`src/rtl/demux_1_4_stream.sv`:
```
// demux_1_4_stream: 1-to-4 valid/ready stream demultiplexer with a one-entry
// registered holding stage (1-cycle latency, full throughput).
// Channel index = {s0,s1}.
// Optional macro DEMUX_CNT_EN adds per-channel transfer counters cnt0..cnt3.
module demux_1_4_stream #(
  parameter int unsigned W     = 8,
  parameter int unsigned CNT_W = 16
) (
  input  logic             clk,
  input  logic             rst_n,
  input  logic [W-1:0]     in_data,
  input  logic             in_valid,
  output logic             in_ready,
  input  logic             s0,
  input  logic             s1,
  output logic [W-1:0]     out0,
  output logic [W-1:0]     out1,
  output logic [W-1:0]     out2,
  output logic [W-1:0]     out3,
  output logic [3:0]       out_valid,
  input  logic [3:0]       out_ready
`ifdef DEMUX_CNT_EN
  ,
  output logic [CNT_W-1:0] cnt0,
  output logic [CNT_W-1:0] cnt1,
  output logic [CNT_W-1:0] cnt2,
  output logic [CNT_W-1:0] cnt3
`endif
);

  // Counter width must be meaningful even when the counters are compiled out.
  if (CNT_W == 0) begin : g_cnt_w_chk
    $error("demux_1_4_stream: CNT_W must be at least 1");
  end

  logic         full;
  logic [W-1:0] data;
  logic [1:0]   dest;
  logic         in_fire;
  logic         out_fire;

  // Handshake decode; in_ready passes the destination's ready straight through.
  always_comb begin
    out_fire = full & out_ready[dest];
    in_ready = ~full | out_ready[dest];
    in_fire  = in_valid & in_ready;
  end

  // Holding register: a new word may replace the departing one in the same cycle.
  always_ff @(posedge clk or negedge rst_n) begin
    if (!rst_n) begin
      full <= 1'b0;
      data <= '0;
      dest <= 2'b00;
    end else begin
      if (in_fire) begin
        full <= 1'b1;
        data <= in_data;
        dest <= {s0, s1};
      end else if (out_fire) begin
        full <= 1'b0;
      end
    end
  end

  // Output steering: only the destination channel sees data and valid.
  always_comb begin
    out_valid = 4'b0000;
    out0      = '0;
    out1      = '0;
    out2      = '0;
    out3      = '0;
    case (dest)
      2'd0: begin out0 = data; out_valid[0] = full; end
      2'd1: begin out1 = data; out_valid[1] = full; end
      2'd2: begin out2 = data; out_valid[2] = full; end
      default: begin out3 = data; out_valid[3] = full; end
    endcase
  end

`ifdef DEMUX_CNT_EN
  // Per-channel delivered-word counters, wrapping modulo 2^CNT_W.
  always_ff @(posedge clk or negedge rst_n) begin
    if (!rst_n) begin
      cnt0 <= '0;
      cnt1 <= '0;
      cnt2 <= '0;
      cnt3 <= '0;
    end else if (out_fire) begin
      case (dest)
        2'd0: cnt0 <= cnt0 + CNT_W'(1);
        2'd1: cnt1 <= cnt1 + CNT_W'(1);
        2'd2: cnt2 <= cnt2 + CNT_W'(1);
        default: cnt3 <= cnt3 + CNT_W'(1);
      endcase
    end
  end
`endif

endmodule

```
`config.mk`:
```
export PLATFORM = sky130hd
export DESIGN_NAME = demux_1_4_stream
export DESIGN_NICKNAME = d
export VERILOG_FILES = /design/src/rtl/demux_1_4_stream.sv
export SDC_FILE = /design/constraint.sdc
export NUM_CORES = 1
export LEC_CHECK = 0
export BUFFER_PORTS_ARGS = -buffer_cell sky130_fd_sc_hd__buf_2
export CORE_MARGIN = 3
export CORE_UTILIZATION = 43
export DETAILED_ROUTE_END_ITERATION = 10
export PLACE_DENSITY_LB_ADDON = 0.05
export SLEW_MARGIN = 20
export SYNTH_ARGS = -nofsm -noshare
export SYNTH_HDL_FRONTEND = slang
export SYNTH_SLANG_ARGS = --single-unit
```
`constraint.sdc`:
```
create_clock -name clk -period 2.7 [get_ports clk]
set_clock_uncertainty 0.15 [all_clocks]
set_input_delay 0.135 -clock clk [delete_from_list [all_inputs] [get_ports clk]]
set_output_delay 0.135 -clock clk [all_outputs]
set_load 0.02 [all_outputs]
```
* Word-level counts from Yosys, hierarchy flattened *
Cells that the tools add are included.
Widths: inputs -> output; s select.

operators by class
  equal/unequal tests = 2
  mux-type cells = 12
  bitwise gates (word level) = 4
  reduce and logical (&&, ||, !) cells = 3
  $lt $le $gt $ge = 1

operator list
  operator            number
  $mux 8              4
  $mux 1              7
  $lt 2x3->1 const B  1
  $reduce_or 3->1     1
  $and 1x1->1         2
  $bmux 1 s2          1
  $eq 2x1->1 const B  1
  $eq 2x2->1 const B  1
  $logic_not 2->1     1
  $reduce_bool 2->1   1
  $not 1->1           1
  $or 1x1->1          1

storage, ports and cells
  register bits = 11
  output and inout bits = 37

* Logic depth before layout (Yosys ltp) *
Gate-level depths: netlist (run 1).

  depth after elaboration = 5
  depth in mapped cells = 4

* Worst setup path after synthesis (run 1) *
Ideal clock, no wire load.

  path type = flip-flop to flip-flop
  start point = register dest[0]
  end point = register data[0]
  period minus slack after synthesis = 1640 ps
  arrival time = 1365 ps
  data required time = 2425 ps
  setup time = 125 ps
  path slack = 1060 ps
  buffers on the path = 0
  cell stages (with the launch flop) = 4
  path through = dfrtp_1 -> mux2_2 -> o221ai_4 -> mux2_2

between the ends
  longest elaborated chain between the ends = 4

RTL lines
  what                          line  RTL
  from (decl)                   38    logic [1:0] dest;
  from (signal assigned)        59    dest <= {s0, s1};
  $bmux 1 s2                    45    in_ready = ~full | out_ready[dest];
  $mux 1 (not written as such)  45
  $or 1x1->1                    45
  $and 1x1->1                   46    in_fire = in_valid & in_ready;
  to (signal assigned)          58    data <= in_data;
  to (decl)                     37    logic [W-1:0] data;

Every way passes these cells. The select of a mux whose other input is x is not followed.
A chain may end at the register's enable or synchronous reset.

* Worst setup path in the final report (run 1) *
  start point = register dest[1]
  end point = output out_valid[2]

between the ends
  longest elaborated chain between the ends = 2

RTL lines
  what        line  RTL
  $eq 2x2->1  73    case (dest)
  $mux 1      73
  to (decl)   20    output logic [3:0] out_valid,

Every way passes these cells.

==> run metrics, run 1 <==
final net count 162; number of endpoints failing setup at the final stage 0; syn nets 96; Resize count post-CTS 0; post-DR vias/cell 4.99; critical path type flop to primary output; fin. max-slew vios 0; Worst setup EP type primary output; setup repair after global routing missed its margin false; buffer count from post-CTS setup fixing 0; most used standard cell by instance count after synthesis sky130_fd_sc_hd__and2_1; final period demand of the worst path 2.07 ns; endpoint of the worst-slack reg-to-reg timing path data[6]; total inserted antenna cells 0; crit path to out_valid[2]; most instantiated flip-flop cell in the synthesis netlist sky130_fd_sc_hd__dfrtp_1; synth top area cells sky130_fd_sc_hd__dfrtp_1, sky130_fd_sc_hd__and2_1, sky130_fd_sc_hd__mux2_2; launching element type of the critical path flop; largest fanout on the critical path 15; detailed-route DRC error count 0; Maximum Capacitance Violations 0; GRT Total Usage 20.0%; number of hold violations in the final report 0; half-perimeter wire length after placement 1540 um; Overall Power 1.03 mW; Unique masters post-synth 18; clock input transition at the sequential cells of the worst setup and hold paths 0.06 ns; number of placed I/O pins 54; Critical Path RT 2.41 ns; antenna violation net count after detailed routing 0; post-synthesis async set-or-reset flop share 100%; first-pass GRT wire length 3150 um; syn avg cell area 9.52 um^2; clk buf depth 2; via count of the first global-routing pass 698; share of the yosys chip area belonging to registers 36.6%; flip-flop and latch count after synthesis 11; number of enable-type register cells in the synthesized netlist 0; Slew headroom 67.1%; effective utilization at floorplan 47.7%; maximum resistive drop on vdd 0.544 mV; number of placement rows 14; library cell with the largest summed area after synthesis sky130_fd_sc_hd__dfrtp_1; Final GP Congestion 0.721; DIE WIDTH 47.8 um; Die H 47.8 um; final core area utilization 73.7%; H-tree lvl count 1; critical register-to-register path startpoint dest[0]; proportion of layout cells with a drive suffix above 1 49.3%; Total Die Area 2290 um^2; max frequency 483 MHz; crit share post-route 76.7%; number of clock sinks 11; most frequent cells after synthesis sky130_fd_sc_hd__and2_1, sky130_fd_sc_hd__and3_1, sky130_fd_sc_hd__dfrtp_1, sky130_fd_sc_hd__mux2_2, sky130_fd_sc_hd__nor2_1; total power density per cell area 884 nW/um^2; Mapped Area 752 um^2; TritonCTS clock tree yes; final WL 2060 um; Clock Root Buffer sky130_fd_sc_hd__clkbuf_4; area added between synthesis and finish 54.6%; Port-buffer cells 53; clock latency reported for the late side of the worst-skew pair 0.26 ns; placeable core area 1580 um^2; WL/cell 12.9 um; number of violations reported at the end of detailed-routing iteration 0 7; arrival time of data at the critical path endpoint 1.79 ns; transition time at the pin with the least slew margin 0.493 ns; Detailed Routing Iterations Pass 1 4; number of gates on the worst path with buffers counted 4; Fill cells 133; largest net degree at the start of global routing 23; total buffers and inverters traversed by the critical path 2; slowest stage cell on the critical path sky130_fd_sc_hd__dfrtp_1; leak pwr 0.690 nW; area share of the leading cell type in the synthesized netlist 36.6%; via count 799; worst min-delay path class input port to flop; run status finished, final reports clean; number of antenna violations at the first check in global routing 0; CTS Buf Count 3; gate count after technology mapping 79; largest stage delay on the critical path 0.56 ns; total number of yosys warnings 0; GR Overflow Total 0; list of cells traversed by the critical path inv_1, nor2_1, and2_2, buf_2; CP startpoint dest[1]; summed negative setup slack over all endpoints 0 ns; cells on worst reg2reg path 3; critical path's top delay family simple AND/OR/NAND/NOR gates; r2r setup slk 0.65 ns
final cells by class:
cell class,instances,area [um^2],area share [%]
well taps,16,20.0,1.72
multi-input cells,62,454,39.1
flip-flops and latches,11,275,23.7
clock buffers,4,26.3,2.26
repair buffers,64,375,32.3
inverters,3,11.3,0.969
metrics by stage:
step                cell area, um^2  std cells  worst slack (ns)  hold slack [ns]
detailed placement             1030        145             0.670           -0.137
finish                         1160        160             0.628           0.0135
global placement               1030        145             0.728           -0.143
global route                   1160        160             0.455           0.0157
floorplan                       752         79              1.06           -0.311
CTS                            1160        160             0.589          0.00590
worst min path at each step:
stage	startpoint	to	slack, ns	cells past startpoint
final	in_valid	full	0.01	2
after detailed placement	rst_n	dest[1]	-0.14	1
after global routing	in_valid	full	0.02	2
after floorplan	rst_n	data[0]	-0.31	0
after global placement	rst_n	data[7]	-0.14	1
after CTS	in_valid	full	0.006	2
metal layers:
metal,wire length (um),share of wire (%),track usage (%)
met5,0,0,0
met2,1010,49,35.4
met3,164,8.0,1.50
met4,27,1.3,9.68
met1,859,42,24.4
worst reg2reg max path: stages, from the launching register on:
cell and delay (ns):
sky130_fd_sc_hd__dfrtp_1 0.65, sky130_fd_sc_hd__mux2_2 0.43, sky130_fd_sc_hd__o221ai_4 0.31, sky130_fd_sc_hd__mux2_2 0.39
what timing repair did:
| action | 4_1_cts | 5_1_grt |
|---|---|---|
| endpoints found under the hold margin | 21 | 0 |
| hold buffers | 11 | 0 |
| setup endpoints to repair | 0 | 0 |
flip-flops by register name, summed over array words and instances (netlist names):
signal and cells:
dest 2, data 8, full 1
where the power goes:
group | leakage [nW] | total (mW) | internal (mW) | switching (mW)
Clock | 0.0150 | 0.106 | 0.0571 | 0.0493
Sequential | 0.128 | 0.310 | 0.220 | 0.0900
Combinational | 0.548 | 0.611 | 0.260 | 0.351
Total | 0.690 | 1.03 | 0.537 | 0.490
cell families (layout without fill, tap and decap cells):
logic type,count (synthesis),count (layout),synth area share (%)
DFF,11,11,36.6
and+or+nand+nor,46,46,36.4
AOI/OAI and AO/OA,5,5,7.16
buffers and inverters,6,71,2.99
muxes,11,11,16.8
cell usage in the layout (no fill, tap or decap):
cell type | Yosys | final
sky130_fd_sc_hd__mux2_4 | 1 | 1
sky130_fd_sc_hd__and3_1 | 15 | 15
sky130_fd_sc_hd__and2_1 | 17 | 17
sky130_fd_sc_hd__buf_2 | 0 | 53
sky130_fd_sc_hd__o221ai_4 | 1 | 1
sky130_fd_sc_hd__and3_2 | 2 | 2
sky130_fd_sc_hd__o22ai_1 | 2 | 2
sky130_fd_sc_hd__a21boi_0 | 1 | 1
sky130_fd_sc_hd__or2b_1 | 1 | 1
sky130_fd_sc_hd__inv_1 | 3 | 3
sky130_fd_sc_hd__nand2_1 | 2 | 2
sky130_fd_sc_hd__dlygate4sd3_1 | 0 | 11
sky130_fd_sc_hd__o21bai_1 | 1 | 1
sky130_fd_sc_hd__mux2i_1 | 1 | 1
sky130_fd_sc_hd__dfrtp_1 | 11 | 11
sky130_fd_sc_hd__mux2_2 | 9 | 9
sky130_fd_sc_hd__nor2_1 | 6 | 6
sky130_fd_sc_hd__clkbuf_4 | 0 | 3
sky130_fd_sc_hd__or3_1 | 1 | 1
sky130_fd_sc_hd__and2_2 | 2 | 2
sky130_fd_sc_hd__clkbuf_1 | 3 | 1
No activity file was read; power rests on OpenSTA's default activity.
==> run 2, diff against run 1 <==
--- a/config.mk
+++ b/config.mk
@@ -7,7 +7,7 @@
 export LEC_CHECK = 0
 export BUFFER_PORTS_ARGS = -buffer_cell sky130_fd_sc_hd__buf_2
 export CORE_MARGIN = 3
-export CORE_UTILIZATION = 43
+export CORE_UTILIZATION = 36
 export DETAILED_ROUTE_END_ITERATION = 10
 export PLACE_DENSITY_LB_ADDON = 0.05
 export SLEW_MARGIN = 20
==> constraint.sdc (replaced) <==
create_clock -name clk -period 1.85 [get_ports clk]
set_clock_uncertainty 0.15 [all_clocks]
set_input_delay 0.0925 -clock clk [delete_from_list [all_inputs] [get_ports clk]]
set_output_delay 0.0925 -clock clk [all_outputs]
set_load 0.02 [all_outputs]
==> run metrics, run 2 (synthesis results as in run 1) <==
placeable core area 1840 um^2 (+17%); Detailed Routing Iterations Pass 1 4 (unchanged); Slew headroom 75.3% (+8.2 points); number of violations reported at the end of detailed-routing iteration 0 4 (-3); number of clock sinks 11 (unchanged); Maximum Capacitance Violations 0 (unchanged); cells on worst reg2reg path 3 (unchanged); WL/cell 11.7 um (-9.1%); via count of the first global-routing pass 712 (+2.0%); maximum resistive drop on vdd 0.643 mV (+18%); fin. max-slew vios 0 (unchanged); clock input transition at the sequential cells of the worst setup and hold paths 0.07 ns (about the same); run status finished, final reports clean; critical register-to-register path startpoint dest[0]; total buffers and inverters traversed by the critical path 0 (-2); GR Overflow Total 0 (unchanged); crit share post-route 95.1%; register with the highest flop count data; endpoint of the worst-slack reg-to-reg timing path data[5]; Worst setup EP type flop; number of hold violations in the final report 0 (unchanged); area added between synthesis and finish 64.1%; Clock Root Buffer sky130_fd_sc_hd__clkbuf_4; largest stage delay on the critical path 0.42 ns (-0.14 ns); number of antenna violations at the first check in global routing 0 (unchanged); dpl cells 158 (+9.0%); number of flip-flops under the largest register name 8 (unchanged); H-tree lvl count 1 (unchanged); Overall Power 1.56 mW (+52%); number of placement rows 15 (+1); TritonCTS clock tree yes; worst min-delay path class input port to async pin; leak pwr 0.718 nW (+4.0%); launching element type of the critical path flop; number of endpoints failing setup at the final stage 0 (unchanged); GRT Total Usage 16.3% (-3.7 points); CTS Buf Count 3 (unchanged); critical path's top delay family multiplexers; half-perimeter wire length after placement 1610 um (+4.8%); most frequent cells in the layout sky130_fd_sc_hd__buf_2, sky130_fd_sc_hd__and2_1, sky130_fd_sc_hd__and3_1, sky130_fd_sc_hd__dlygate4sd3_1, sky130_fd_sc_hd__dfrtp_1; final instance count without filler cells 175 (+9.4%); number of gates on the worst path with buffers counted 3 (-1); antenna violation net count after detailed routing 0 (unchanged); clock latency reported for the late side of the worst-skew pair 0.26 ns (about the same); final period demand of the worst path 1.76 ns; list of cells traversed by the critical path mux2_2, o221ai_4, mux2_2; Port-buffer cells 53 (unchanged); Total Die Area 2670 um^2 (+17%); proportion of layout cells with a drive suffix above 1 51.3% (+2.0 points); r2r setup slk 0.09 ns (-0.56 ns); DIE WIDTH 51.7 um (+8.1%); critical path type flop to flop; setup repair after global routing missed its margin false; summed negative setup slack over all endpoints 0 ns (unchanged); buffer count from post-CTS setup fixing 0 (unchanged); clk buf depth 2 (unchanged); final core area utilization 67.1% (-6.7 points); post-DR vias/cell 4.47 (-10%); effective utilization at floorplan 40.9% (-6.8 points); arrival time of data at the critical path endpoint 1.76 ns (-0.03 ns); Die H 51.7 um (+8.1%); largest registers data x8, dest x2, full x1; first-pass GRT wire length 3350 um (+6.3%); crit path to data[5]; total inserted antenna cells 0 (unchanged); number of placed I/O pins 54 (unchanged); transition time at the pin with the least slew margin 0.370 ns (-0.123 ns); via count 783 (-2.0%); Final GP Congestion 0.770 (+6.9%); final WL 2050 um (-0.53%); largest fanout on the critical path 9 (-6); slowest stage cell on the critical path sky130_fd_sc_hd__dfrtp_1; commonest non-fill, non-tap cell in the layout sky130_fd_sc_hd__buf_2; CP startpoint dest[0]; final net count 168 (+3.7%); max frequency 569 MHz; Critical Path RT 1.85 ns (-0.56 ns); detailed-route DRC error count 0 (unchanged); total power density per cell area 1270 nW/um^2 (+43%); largest net degree at the start of global routing 17 (-26%); Crit path top cell by count sky130_fd_sc_hd__mux2_2
==> run 2: cell types whose count changed in the layout (fill, tap and decap cells not counted), sizes merged <==
| cell | previous run | this run |
|---|---|---|
| buf | 53 | 57 |
| dlygate4sd3 | 11 | 13 |
==> run 2: how the worst min path moves through the flow <==
stage,to,slack [ns],depth (start not counted)
2_1_floorplan,data[0],-0.35,0
3_3_place_gp,dest[1],-0.18,1
3_5_place_dp,data[4],-0.18,1
4_1_cts,data[4],0.06,2
5_1_grt,data[7],0.09,2
6_report,data[4],0.07,2
==> run 2: through the flow <==
step | instance area, um^2 | hold WS (ns) | worst slack [ns]
6_report | 1230 | 0.0725 | 0.0913
5_1_grt | 1230 | 0.0941 | 0.000102
4_1_cts | 1230 | 0.0645 | 0.00248
3_5_place_dp | 1070 | -0.178 | 0.0897
3_3_place_gp | 1070 | -0.179 | 0.138
2_1_floorplan | 752 | -0.353 | 0.210
==> run 2: per-layer routing <==
metal	global-route usage (%)	vias to the layer above	wire, um
met5	0	-	0
met4	5.24	0	0
met3	2.01	0	209
met2	25.8	35	905
met1	23.0	333	937
li1	-	415	-
==> run 2: final cells by class <==
cell class / count / area (um^2)
inverter: 3 / 11.3
multi-input combinational: 62 / 464
clock buffer: 4 / 26.3
timing repair buffer: 70 / 425
tap: 25 / 31.3
fill: 160 / 606
sequential: 11 / 275
==> run 2: power breakdown <==
group / switching [mW] / internal, mW
Sequential: 0.0922 / 0.322
Clock: 0.0756 / 0.0833
Combinational: 0.567 / 0.422
Total: 0.735 / 0.828
==> run 2: repair_timing <==
action / in CTS / in global routing
pin swaps: 0 / 0
endpoints found under the hold margin: 22 / 0
resized for setup: 1 / 2
endpoints found under the setup margin: 9 / 9
hold buffers: 13 / 0
==> run 3, diff against run 2 <==
--- a/config.mk
+++ b/config.mk
@@ -7,9 +7,10 @@
 export LEC_CHECK = 0
 export BUFFER_PORTS_ARGS = -buffer_cell sky130_fd_sc_hd__buf_2
 export CORE_MARGIN = 3
-export CORE_UTILIZATION = 36
+export CORE_UTILIZATION = 43
 export DETAILED_ROUTE_END_ITERATION = 10
 export PLACE_DENSITY_LB_ADDON = 0.05
+export SKIP_CTS_REPAIR_TIMING = 1
 export SLEW_MARGIN = 20
 export SYNTH_ARGS = -nofsm -noshare
 export SYNTH_HDL_FRONTEND = slang
==> constraint.sdc (replaced) <==
create_clock -name clk -period 2.1 [get_ports clk]
set_clock_uncertainty 0.15 [all_clocks]
set_input_delay 0.105 -clock clk [delete_from_list [all_inputs] [get_ports clk]]
set_output_delay 0.105 -clock clk [all_outputs]
set_load 0.02 [all_outputs]
==> run metrics, run 3 (synthesis results as in run 1) <==
arrival time of data at the critical path endpoint 1.64 ns (-0.12 ns); clk buf depth 2 (unchanged); largest registers data x8, dest x2, full x1; area added between synthesis and finish 57.9%; CTS Buf Count 3 (unchanged); setup repair after global routing missed its margin false; number of flip-flops under the largest register name 8 (unchanged); TritonCTS clock tree yes; clock latency reported for the late side of the worst-skew pair 0.26 ns (about the same); antenna violation net count after detailed routing 0 (unchanged); detailed-route DRC error count 0 (unchanged); Die H 47.8 um (-7.5%); number of antenna violations at the first check in global routing 0 (unchanged); worst min-delay path class input port to flop; number of violations reported at the end of detailed-routing iteration 0 5 (+1); Worst setup EP type primary output; summed negative setup slack over all endpoints 0 ns (unchanged); final-layout worst hold slack 0.00248 ns (-0.0700 ns); Maximum Capacitance Violations 0 (unchanged); maximum resistive drop on vdd 0.728 mV (+13%); via count of the first global-routing pass 643 (-9.7%); final WL 2170 um (+5.9%); Slew headroom 74.4% (-0.94 points); register with the highest flop count data; most frequent cells in the layout sky130_fd_sc_hd__buf_2, sky130_fd_sc_hd__and2_1, sky130_fd_sc_hd__and3_1, sky130_fd_sc_hd__dlygate4sd3_1, sky130_fd_sc_hd__dfrtp_1; number of endpoints failing setup at the final stage 0 (unchanged); max frequency 528 MHz; via count 813 (+3.8%); leak pwr 0.703 nW (-2.1%); total power density per cell area 1140 nW/um^2 (-10%); number of clock sinks 11 (unchanged); Detailed Routing Iterations Pass 1 4 (unchanged); DIE WIDTH 47.8 um (-7.5%); fin. max-slew vios 0 (unchanged); Critical Path RT 1.85 ns (about the same); transition time at the pin with the least slew margin 0.383 ns (+0.0128 ns); post-DR vias/cell 4.99 (+11%); Clock Root Buffer sky130_fd_sc_hd__clkbuf_4; total inserted antenna cells 0 (unchanged); effective utilization at floorplan 47.7% (+6.8 points); run status finished, final reports clean; GRT Total Usage 18.5% (+2.2 points); Final Worst Setup Slack 0.206 ns (+0.114 ns); critical path type flop to primary output; placeable core area 1580 um^2 (-14%); Total Die Area 2290 um^2 (-14%); final period demand of the worst path 1.89 ns; crit share post-route 90.2%; half-perimeter wire length after placement 1600 um (-0.35%); largest net degree at the start of global routing 21 (+4); number of placed I/O pins 54 (unchanged); final net count 165 (-1.8%); GR Overflow Total 0 (unchanged); Final GP Congestion 0.717 (-6.9%); WL/cell 13.3 um (+14%); proportion of layout cells with a drive suffix above 1 49.7% (-1.7 points); Port-buffer cells 53 (unchanged); launching element type of the critical path flop; largest fanout on the critical path 13 (+4); number of placement rows 14 (-1); clock input transition at the sequential cells of the worst setup and hold paths 0.07 ns (about the same); worst slack after detailed placement 0.370 ns (+0.280 ns); H-tree lvl count 1 (unchanged); first-pass GRT wire length 2990 um (-11%); commonest non-fill, non-tap cell in the layout sky130_fd_sc_hd__buf_2; number of hold violations in the final report 0 (unchanged)
## run 3: worst paths after layout
check | start | to | slack, ns | cells after the start
worst min register to register | data[1] | data[1] | 0.43 | 1
worst max register to register | dest[0] | data[3] | 0.36 | 3
min in group asynchronous | rst_n | data[4] | 0.11 | 2
worst min-delay path | in_valid | full | 0.002 | 2
worst max-delay path | dest[1] | out_valid[2] | 0.21 | 5
max in group asynchronous | rst_n | data[5] | 1.49 | 2
## run 3: stage by stage
stage	area, um^2	util (%)	cells	power (mW)
after floorplan	752	-	79	0.920
after global routing	1190	75.3	163	1.46
final	1190	75.3	163	1.35
after CTS	1070	67.7	151	1.34
after global placement	1040	66.0	147	1.18
after detailed placement	1040	66.0	147	1.20
## run 3: area by class of cell
class	instances	area, um^2
sequential	11	275
fill	129	389
tap	16	20.0
timing repair buffer	67	400
multi-input combinational	62	454
inverter	3	11.3
clock buffer	4	26.3
## run 3: report_power, final
| part | total (mW) | switching [mW] | leakage (nW) | internal (mW) |
|---|---|---|---|---|
| Clock | 0.141 | 0.0679 | 0.0150 | 0.0734 |
| Sequential | 0.364 | 0.0803 | 0.128 | 0.284 |
| Combinational | 0.848 | 0.497 | 0.560 | 0.351 |
| Total | 1.35 | 0.645 | 0.703 | 0.708 |
## run 3: metal layers
| metal | vias up | global-route usage (%) | wire, um |
|---|---|---|---|
| li1 | 410 | - | - |
| met1 | 363 | 25.6 | 935 |
| met2 | 38 | 30.3 | 1050 |
| met3 | 2 | 1.50 | 170 |
| met4 | 0 | 6.45 | 15 |
| met5 | - | 0 | 0 |
## run 3: critical path, cell delays in order (launching register included)
cell	delay (ns)
sky130_fd_sc_hd__dfrtp_1	0.37
sky130_fd_sc_hd__buf_4	0.18
sky130_fd_sc_hd__inv_1	0.14
sky130_fd_sc_hd__nor2_1	0.34
sky130_fd_sc_hd__and2_2	0.20
sky130_fd_sc_hd__buf_2	0.15
